### config.mk
export PLATFORM = sky130hd
export DESIGN_NAME = pc_fetch_ctrl
export DESIGN_NICKNAME = d
export VERILOG_FILES = /design/src/rtl/pc_fetch_ctrl.sv
export SDC_FILE = /design/constraint.sdc
export NUM_CORES = 1
export LEC_CHECK = 0
export BUFFER_PORTS_ARGS = -buffer_cell sky130_fd_sc_hd__buf_2
export CAP_MARGIN = 20
export CORE_UTILIZATION = 45
export DETAILED_ROUTE_END_ITERATION = 8
export PLACE_DENSITY = 0.74
export SLEW_MARGIN = 20
export SYNTH_ARGS = -nofsm -noshare
export SYNTH_HDL_FRONTEND = slang
export SYNTH_SLANG_ARGS = --single-unit
### constraint.sdc
create_clock -name clk_in -period 1.8 [get_ports clk_in]
set_input_delay 0.27 -clock clk_in [delete_from_list [all_inputs] [get_ports clk_in]]
set_output_delay 0.27 -clock clk_in [all_outputs]
set_load 0.01 [all_outputs]
### src/rtl/pc_fetch_ctrl.sv
// PC register owner and fetch sequencer: boot hold, stall/wait-state handling,
// misaligned-target and fetch-timeout faults with a software clear.
//
// state    | meaning
// ---------+-------------------------------------------------------------
// ST_BOOT  | PC mux held in reset for BOOT_CYCLES, then load RESET_VECTOR
// ST_FETCH | request issued at pc_out; advance on iready, hold on stall
// ST_WAIT  | memory not ready; pc_out held, counting toward timeout
// ST_FAULT | fault latched, fetch stopped until fault_clr_in
module pc_fetch_ctrl #(
  parameter int unsigned BOOT_CYCLES  = 2,
  parameter logic [31:0] RESET_VECTOR = 32'h0,
  parameter int unsigned WAIT_LIMIT   = 8
) (
  input  logic        clk_in,
  input  logic        rst_n_in,
  input  logic [31:0] pc_mux_in,
  input  logic        misaligned_instr_in,
  input  logic        stall_in,
  input  logic        iready_in,
  input  logic        fault_clr_in,
  output logic [31:0] pc_out,
  output logic [1:0]  pc_src_out,
  output logic        pc_rst_out,
  output logic        ireq_out,
  output logic        flush_out,
  output logic        fault_out,
  output logic [1:0]  fault_cause_out,
  output logic [31:0] fault_pc_out
);

  localparam int unsigned BC_EFF = (BOOT_CYCLES < 1) ? 1 : BOOT_CYCLES;
  localparam int unsigned WL_EFF = (WAIT_LIMIT < 1) ? 1 : WAIT_LIMIT;
  localparam int unsigned BCW    = (BC_EFF < 2) ? 1 : $clog2(BC_EFF + 1);
  localparam int unsigned WCW    = $clog2(WL_EFF + 1);

  localparam logic [BCW-1:0] BOOT_LAST = BCW'(BC_EFF - 1);
  localparam logic [WCW-1:0] WAIT_MAX  = WCW'(WL_EFF);

  localparam logic [1:0] SRC_RESET = 2'b00;
  localparam logic [1:0] SRC_OPER  = 2'b11;
  localparam logic [1:0] CAUSE_NONE = 2'b00;
  localparam logic [1:0] CAUSE_MIS  = 2'b01;
  localparam logic [1:0] CAUSE_TMO  = 2'b10;

  typedef enum logic [1:0] {
    ST_BOOT  = 2'd0,
    ST_FETCH = 2'd1,
    ST_WAIT  = 2'd2,
    ST_FAULT = 2'd3
  } state_t;

  state_t         state_q, state_d;
  logic [BCW-1:0] boot_cnt_q, boot_cnt_d;
  logic [WCW-1:0] wait_cnt_q, wait_cnt_d;
  logic [WCW-1:0] wait_cnt_inc;

  logic boot_exit;
  logic take_fetch;
  logic fault_mis;
  logic fault_tmo;
  logic fault_clr;

  logic [31:0] pc_q, pc_d;
  logic [1:0]  pc_src_q, pc_src_d;
  logic        pc_rst_q, pc_rst_d;
  logic        ireq_q, ireq_d;
  logic        flush_q, flush_d;
  logic        fault_q, fault_d;
  logic [1:0]  cause_q, cause_d;
  logic [31:0] fault_pc_q, fault_pc_d;
  logic        operating;

  // Saturating so a held WAIT can never wrap back below the limit.
  assign wait_cnt_inc = (wait_cnt_q >= WAIT_MAX) ? wait_cnt_q : wait_cnt_q + 1'b1;

  always_ff @(posedge clk_in or negedge rst_n_in) begin
    if (!rst_n_in) begin
      state_q    <= ST_BOOT;
      boot_cnt_q <= '0;
      wait_cnt_q <= '0;
    end else begin
      state_q    <= state_d;
      boot_cnt_q <= boot_cnt_d;
      wait_cnt_q <= wait_cnt_d;
    end
  end

  always_comb begin
    state_d    = state_q;
    boot_cnt_d = boot_cnt_q;
    wait_cnt_d = wait_cnt_q;
    boot_exit  = 1'b0;
    take_fetch = 1'b0;
    fault_mis  = 1'b0;
    fault_tmo  = 1'b0;
    fault_clr  = 1'b0;
    case (state_q)
      ST_BOOT: begin
        if (boot_cnt_q == BOOT_LAST) begin
          state_d    = ST_FETCH;
          boot_exit  = 1'b1;
          boot_cnt_d = '0;
          wait_cnt_d = '0;
        end else begin
          boot_cnt_d = boot_cnt_q + 1'b1;
        end
      end
      ST_FETCH: begin
        if (misaligned_instr_in) begin
          state_d   = ST_FAULT;
          fault_mis = 1'b1;
        end else if (stall_in) begin
          state_d = ST_FETCH;
        end else if (iready_in) begin
          take_fetch = 1'b1;
          wait_cnt_d = '0;
        end else begin
          wait_cnt_d = WCW'(1);
          // A limit of one means the first not-ready cycle already times out.
          if (WL_EFF <= 1) begin
            state_d   = ST_FAULT;
            fault_tmo = 1'b1;
          end else begin
            state_d = ST_WAIT;
          end
        end
      end
      ST_WAIT: begin
        if (misaligned_instr_in) begin
          state_d   = ST_FAULT;
          fault_mis = 1'b1;
        end else if (iready_in) begin
          state_d    = ST_FETCH;
          take_fetch = !stall_in;
          wait_cnt_d = '0;
        end else begin
          wait_cnt_d = wait_cnt_inc;
          if (wait_cnt_inc >= WAIT_MAX) begin
            state_d   = ST_FAULT;
            fault_tmo = 1'b1;
          end
        end
      end
      ST_FAULT: begin
        if (fault_clr_in) begin
          state_d    = ST_BOOT;
          boot_cnt_d = '0;
          wait_cnt_d = '0;
          fault_clr  = 1'b1;
        end
      end
      default: begin
        state_d = ST_BOOT;
      end
    endcase
  end

  always_comb begin
    operating = (state_d == ST_FETCH) || (state_d == ST_WAIT);

    pc_d = pc_q;
    if (boot_exit) begin
      pc_d = RESET_VECTOR;
    end else if (take_fetch) begin
      pc_d = pc_mux_in;
    end

    pc_src_d = operating ? SRC_OPER : SRC_RESET;
    pc_rst_d = !operating;
    ireq_d   = operating;
    flush_d  = fault_mis || fault_tmo;
    fault_d  = (state_d == ST_FAULT);

    cause_d = cause_q;
    if (fault_mis) begin
      cause_d = CAUSE_MIS;
    end else if (fault_tmo) begin
      cause_d = CAUSE_TMO;
    end else if (fault_clr) begin
      cause_d = CAUSE_NONE;
    end

    fault_pc_d = (fault_mis || fault_tmo) ? pc_q : fault_pc_q;
  end

  always_ff @(posedge clk_in or negedge rst_n_in) begin
    if (!rst_n_in) begin
      pc_q       <= RESET_VECTOR;
      pc_src_q   <= SRC_RESET;
      pc_rst_q   <= 1'b1;
      ireq_q     <= 1'b0;
      flush_q    <= 1'b0;
      fault_q    <= 1'b0;
      cause_q    <= CAUSE_NONE;
      fault_pc_q <= '0;
    end else begin
      pc_q       <= pc_d;
      pc_src_q   <= pc_src_d;
      pc_rst_q   <= pc_rst_d;
      ireq_q     <= ireq_d;
      flush_q    <= flush_d;
      fault_q    <= fault_d;
      cause_q    <= cause_d;
      fault_pc_q <= fault_pc_d;
    end
  end

  assign pc_out          = pc_q;
  assign pc_src_out      = pc_src_q;
  assign pc_rst_out      = pc_rst_q;
  assign ireq_out        = ireq_q;
  assign flush_out       = flush_q;
  assign fault_out       = fault_q;
  assign fault_cause_out = cause_q;
  assign fault_pc_out    = fault_pc_q;

endmodule

Word-level counts from Yosys, hierarchy flattened. Cells that the tools add are included.

Equality and inequality tests: 12. $mul: 0. Bitwise operators: 0. Shift-type cells: 0. Muxes and demuxes: 43. Reduce and logical (&&, ||, !) cells: 11. Div/mod/pow operators: 0. Add/sub/neg operators: 2. $lt $le $gt $ge: 2.

Operators by type and width (count): 32-bit two-way mux (2); 2-bit two-way mux (14); 4-bit two-way mux (7); 1-bit two-way mux (16); 4-bit one-hot mux with 4 select lines (1); 2-bit inequality test, second input constant (5); 2-bit == test, second input constant (4); 4-bit greater-or-equal comparator, second input constant (2); 2-bit one-hot mux with 4 select lines (1); 2-bit by 1-bit == test with 1-bit output, second input constant (3); 5-bit AND reduction (1); 4-bit by 1-bit adder with 4-bit output, second input constant (1); 2-bit one-hot mux with 2 select lines (1); 2-bit nonzero test (2); 3-bit nonzero test (1); 2-bit by 1-bit adder with 2-bit output, second input constant (1); 1-bit zero test (2); 2-bit zero test (1); 1-bit logical OR (2); 1-bit one-hot mux with 2 select lines (1); 2-bit AND reduction (1); 2-bit OR reduction (1).

Output and inout port bits: 72. Memories: 0. Bits in registers: 80. Bits of input ports: 38. Latch bits: 0. Logic and storage cells: 81. RAM bits: 0. Bits in read-only memories: 0.

Depth between registers and ports, before layout.
Word-level depth: 10. Depth in mapped cells: 8.

Least setup slack after synthesis. Ideal clock, no wire load.

Path type: flip-flop to flip-flop. Start point: register state_q[0]. End point: register fault_pc_q[10] (netlist: fault_pc_out[10]). Slack: 0.015 ns. Arrival time: 1.660 ns. Clock period less this slack: 1.785 ns. Library setup time: 0.125 ns. Cell stages (with the launch flop): 8. Path through: dfrtp_1 -> inv_1 -> ha_1 -> and2b_1 -> nand2_2 -> o21ai_4 -> buf_6 -> mux2_2.

Cells in the longest elaborated chain, start to end: 4.

Ends and longest elaborated chain: from (decl) (RTL line 53) `state_t state_q, state_d;`; from (signal assigned) (RTL line 83) `state_q <= state_d;`; 2-bit == test or 2-bit by 1-bit == test with 1-bit output (tied branches) (RTL line 98) `case (state_q)`; 2-bit OR reduction (no line); 1-bit two-way mux; 1-bit logical OR * (RTL line 184) `fault_pc_d = (fault_mis || fault_tmo) ? pc_q : fault_pc_q;`; to (signal assigned) (RTL line 205) `fault_pc_q <= fault_pc_d;`; to (decl) (RTL line 71) `logic [31:0] fault_pc_q, fault_pc_d;`.

Every way passes the cells marked *; elsewhere a longest branch is shown, timed or not. A chain may end at the register's enable or synchronous reset.

Worst setup path after layout. Ends and elaborated chain as after synthesis.

==> results.json <==
{
  "cp_max_fo": 9,
  "insertion_delay_ps": 350,
  "place_area_um2": 4030,
  "cpPeakStageDelay_ps": 390,
  "avgSynthCellArea_um2": 11.2,
  "skew_ps": 9.66,
  "cp.required_ps": 2030,
  "nNetsFinal": 465,
  "multi_input_area_um2": 1260,
  "n_antenna_cell": 0,
  "critPathSlowestCell": "dfrtp_1",
  "synth_area_leader_cell": "dfrtp_1",
  "synthMuxAreaShare_pct": 11.0,
  "fin_tns_setup_ps": 0,
  "powerDensity_nw_per_um2": 1760,
  "synthCells": 292,
  "worst_r2r_endpoint": "fault_pc_out[10]",
  "path_depth": 8,
  "synth-xor-area-share_pct": 0,
  "path_class": "flop to flop",
  "layout_min_cycle_time_ps": 1790,
  "synthTopCellsByArea": "dfrtp_1 (59%), mux2_2 (11%), nand2_1 (8.3%)",
  "tightest_slew_ps": 431,
  "root_buffer": "clkbuf_8",
  "synth_area_um2": 3270,
  "clk_path_buf_depth": 2,
  "rsz0062_at_grt": "yes",
  "crit_path_end": "fault_pc_out[10]",
  "arrival_ps": 2020,
  "synth-seq-cells": 78,
  "fmax_ghz": 0.559,
  "syn_to_final_growth_pct": 34.3,
  "crit_top_cell": "buf_12",
  "grt_pass1_wl_mm": 11.4,
  "antenna_found_initial": 0,
  "fillers": 596,
  "path_cells": "inv_2, ha_4, and2b_1, nand2_2, o21ai_4, buf_12, buf_12, mux2_2",
  "fin_crit_sh_pct": 99.3,
  "drt-total-wl_mm": 7.48,
  "num_rows": 30,
  "firstDrtPassIters": 4,
  "place_congestion": 0.907,
  "final_cell_mix": "buf_2 (108), dfrtp_1 (76), nand2_1 (71)",
  "postRouteAntennaNets": 0,
  "synth-simple-area-share_pct": 12.3,
  "post-dp-hpwl_mm": 5.02,
  "start_util_pct": 47.4,
  "cts_tree": "done",
  "ir_drop_mv": 0.873,
  "yosys_warnings": 0,
  "grt_pass1_vias": 2460,
  "end_kind": "flop",
  "drive_gt1_share_pct": 45.4,
  "seqCellArea_um2": 1950,
  "synth_compound_area_share_pct": 10.4,
  "core_um2": 6910,
  "status": "finished, final reports clean",
  "ff2ff_setup_slack_ps": 10,
  "synth_top_area_share_pct": 58.9,
  "cts_sinks": 78,
  "worst-path-buf-inv": 3,
  "drv_slew": 0,
  "crit_path_start": "state_q[0]",
  "reg2reg_depth": 8,
  "die_y_um": 87.3,
  "grt_max_degree": 47,
  "syn_nets": 337,
  "p_leak_uw": 0.00233,
  "whs_ps": 145,
  "routedWlPerCell_um": 14.4,
  "relSlewSlack_pct": 71.2,
  "synthAdderAreaFrac_pct": 2.68,
  "crit_family": "flip-flops",
  "drv_cap": 0,
  "setup_viol": 0,
  "io_buffers": 109,
  "ioPinCount": 110,
  "drc": 0,
  "numCtsBuffers": 9,
  "clk_pin_slew_ps": 80,
  "hold_path_class": "primary input to flop",
  "overflow": 0,
  "final_common_cell": "buf_2",
  "num_vias": 2588,
  "dr.first_iter.drc_count": 75,
  "r2r-start": "state_q[0]",
  "finalHoldViolCount": 0,
  "track_usage_pct": 19.5,
  "htreeDepth": 3,
  "fin_area_um2": 4400,
  "final_util_pct": 63.7,
  "die-area_um2": 7620,
  "netlist-cell-type-count": 35,
  "dieWidth_um": 87.3,
  "cp-start-kind": "flop",
  "synth_top_family_by_area": "simple AND/OR/NAND/NOR gates",
  "synth_seq_area_share_pct": 59.7,
  "vias_per_cell": 4.99
}
-- where the power goes --
group	internal, uW	switching (uW)
clock	704	620
combinational	1750	1720
sequential	2480	453
-- worst min path at each step --
stage	to	start	depth (start not counted)
after floorplan	boot_cnt_q[0]	rst_n_in	0
after detailed placement	boot_cnt_q[0]	rst_n_in	1
after global placement	boot_cnt_q[1]	rst_n_in	1
final	pc_out[21]	pc_mux_in[21]	3
after global routing	pc_out[27]	pc_mux_in[27]	3
after CTS	pc_out[8]	pc_mux_in[8]	3
-- synth_stat cells --
cell type	number
o31ai_1	1
and3_1	2
a21oi_1	35
clkbuf_1	6
and2b_1	1
buf_6	3
ha_1	7
nor4_1	1
o21ai_0	6
o211a_1	1
and3b_1	1
nor2b_1	3
o22ai_1	2
a32o_1	3
nand3_1	2
inv_1	8
nand2b_1	2
mux2_2	32
a211oi_1	1
buf_2	5
nor2_1	7
dfstp_2	1
o21ai_4	1
a31o_2	2
dfrtp_1	77
a31oi_1	1
buf_4	2
nand4b_1	1
nand2_1	72
o311a_1	1
a22o_1	1
and2_1	1
and4b_1	1
nand2_2	1
o32a_1	1
-- per-stage QoR --
stage	total power [uW]	setup WS, ps	instances
finish	7730	12.3	519
CTS	7390	3.21	513
detailed placement	6060	-63.7	498
global route	8240	-46.9	519
global placement	5960	38.8	498
floorplan	4780	14.9	292
-- state kept, by name, indices dropped and copies added, names as in the netlist --
register	count
pc_src_out	1
boot_cnt_q	2
fault_pc_out	32
fault_out	1
fault_cause_out	2
flush_out	1
wait_cnt_q	4
state_q	2
pc_rst_out	1
pc_out	32
-- routing by layer --
layer  share of wire [%]  global-route usage, %  up-vias
met1                  45                   25.0     1244
met3                 5.4                   3.98       15
li1                    -                      -     1246
met2                  47                   31.4       83
met5                   0                      0        -
met4                 2.4                   10.1        0
-- tightest hold or removal path: cells and delay by family --
family	cells	cell delay (ps)
buffers and inverters	1	90
AOI/OAI and AO/OA	1	50
and+or+nand+nor	1	40
-- layout make-up --
| type | instances | share of cell area (%) |
|---|---|---|
| Sequential cell | 78 | 44.5 |
| Inverter | 8 | 0.683 |
| Clock inverter | 3 | 0.996 |
| Clock buffer | 11 | 3.44 |
| Multi-Input combinational cell | 190 | 28.8 |
| Tap cell | 96 | 2.73 |
| Timing Repair Buffer | 133 | 18.9 |
-- kinds of logic after synthesis --
| logic type | after synthesis |
|---|---|
| compound gates | 56 |
| fa+ha+maj | 7 |
| buf+inv | 24 |
| flops | 78 |
| mux | 32 |
| simple gates | 95 |
-- timing repair --
item / CTS / global route
gates resized for setup: 2 / 20
gates cloned: 0 / 3
hold buffers: 1 / 0
pin swaps: 0 / 2
hold endpoints to repair: 31 / 0
setup buffers: 0 / 3
endpoints found under the setup margin: 22 / 34
(Power assumes the default switching activity.)
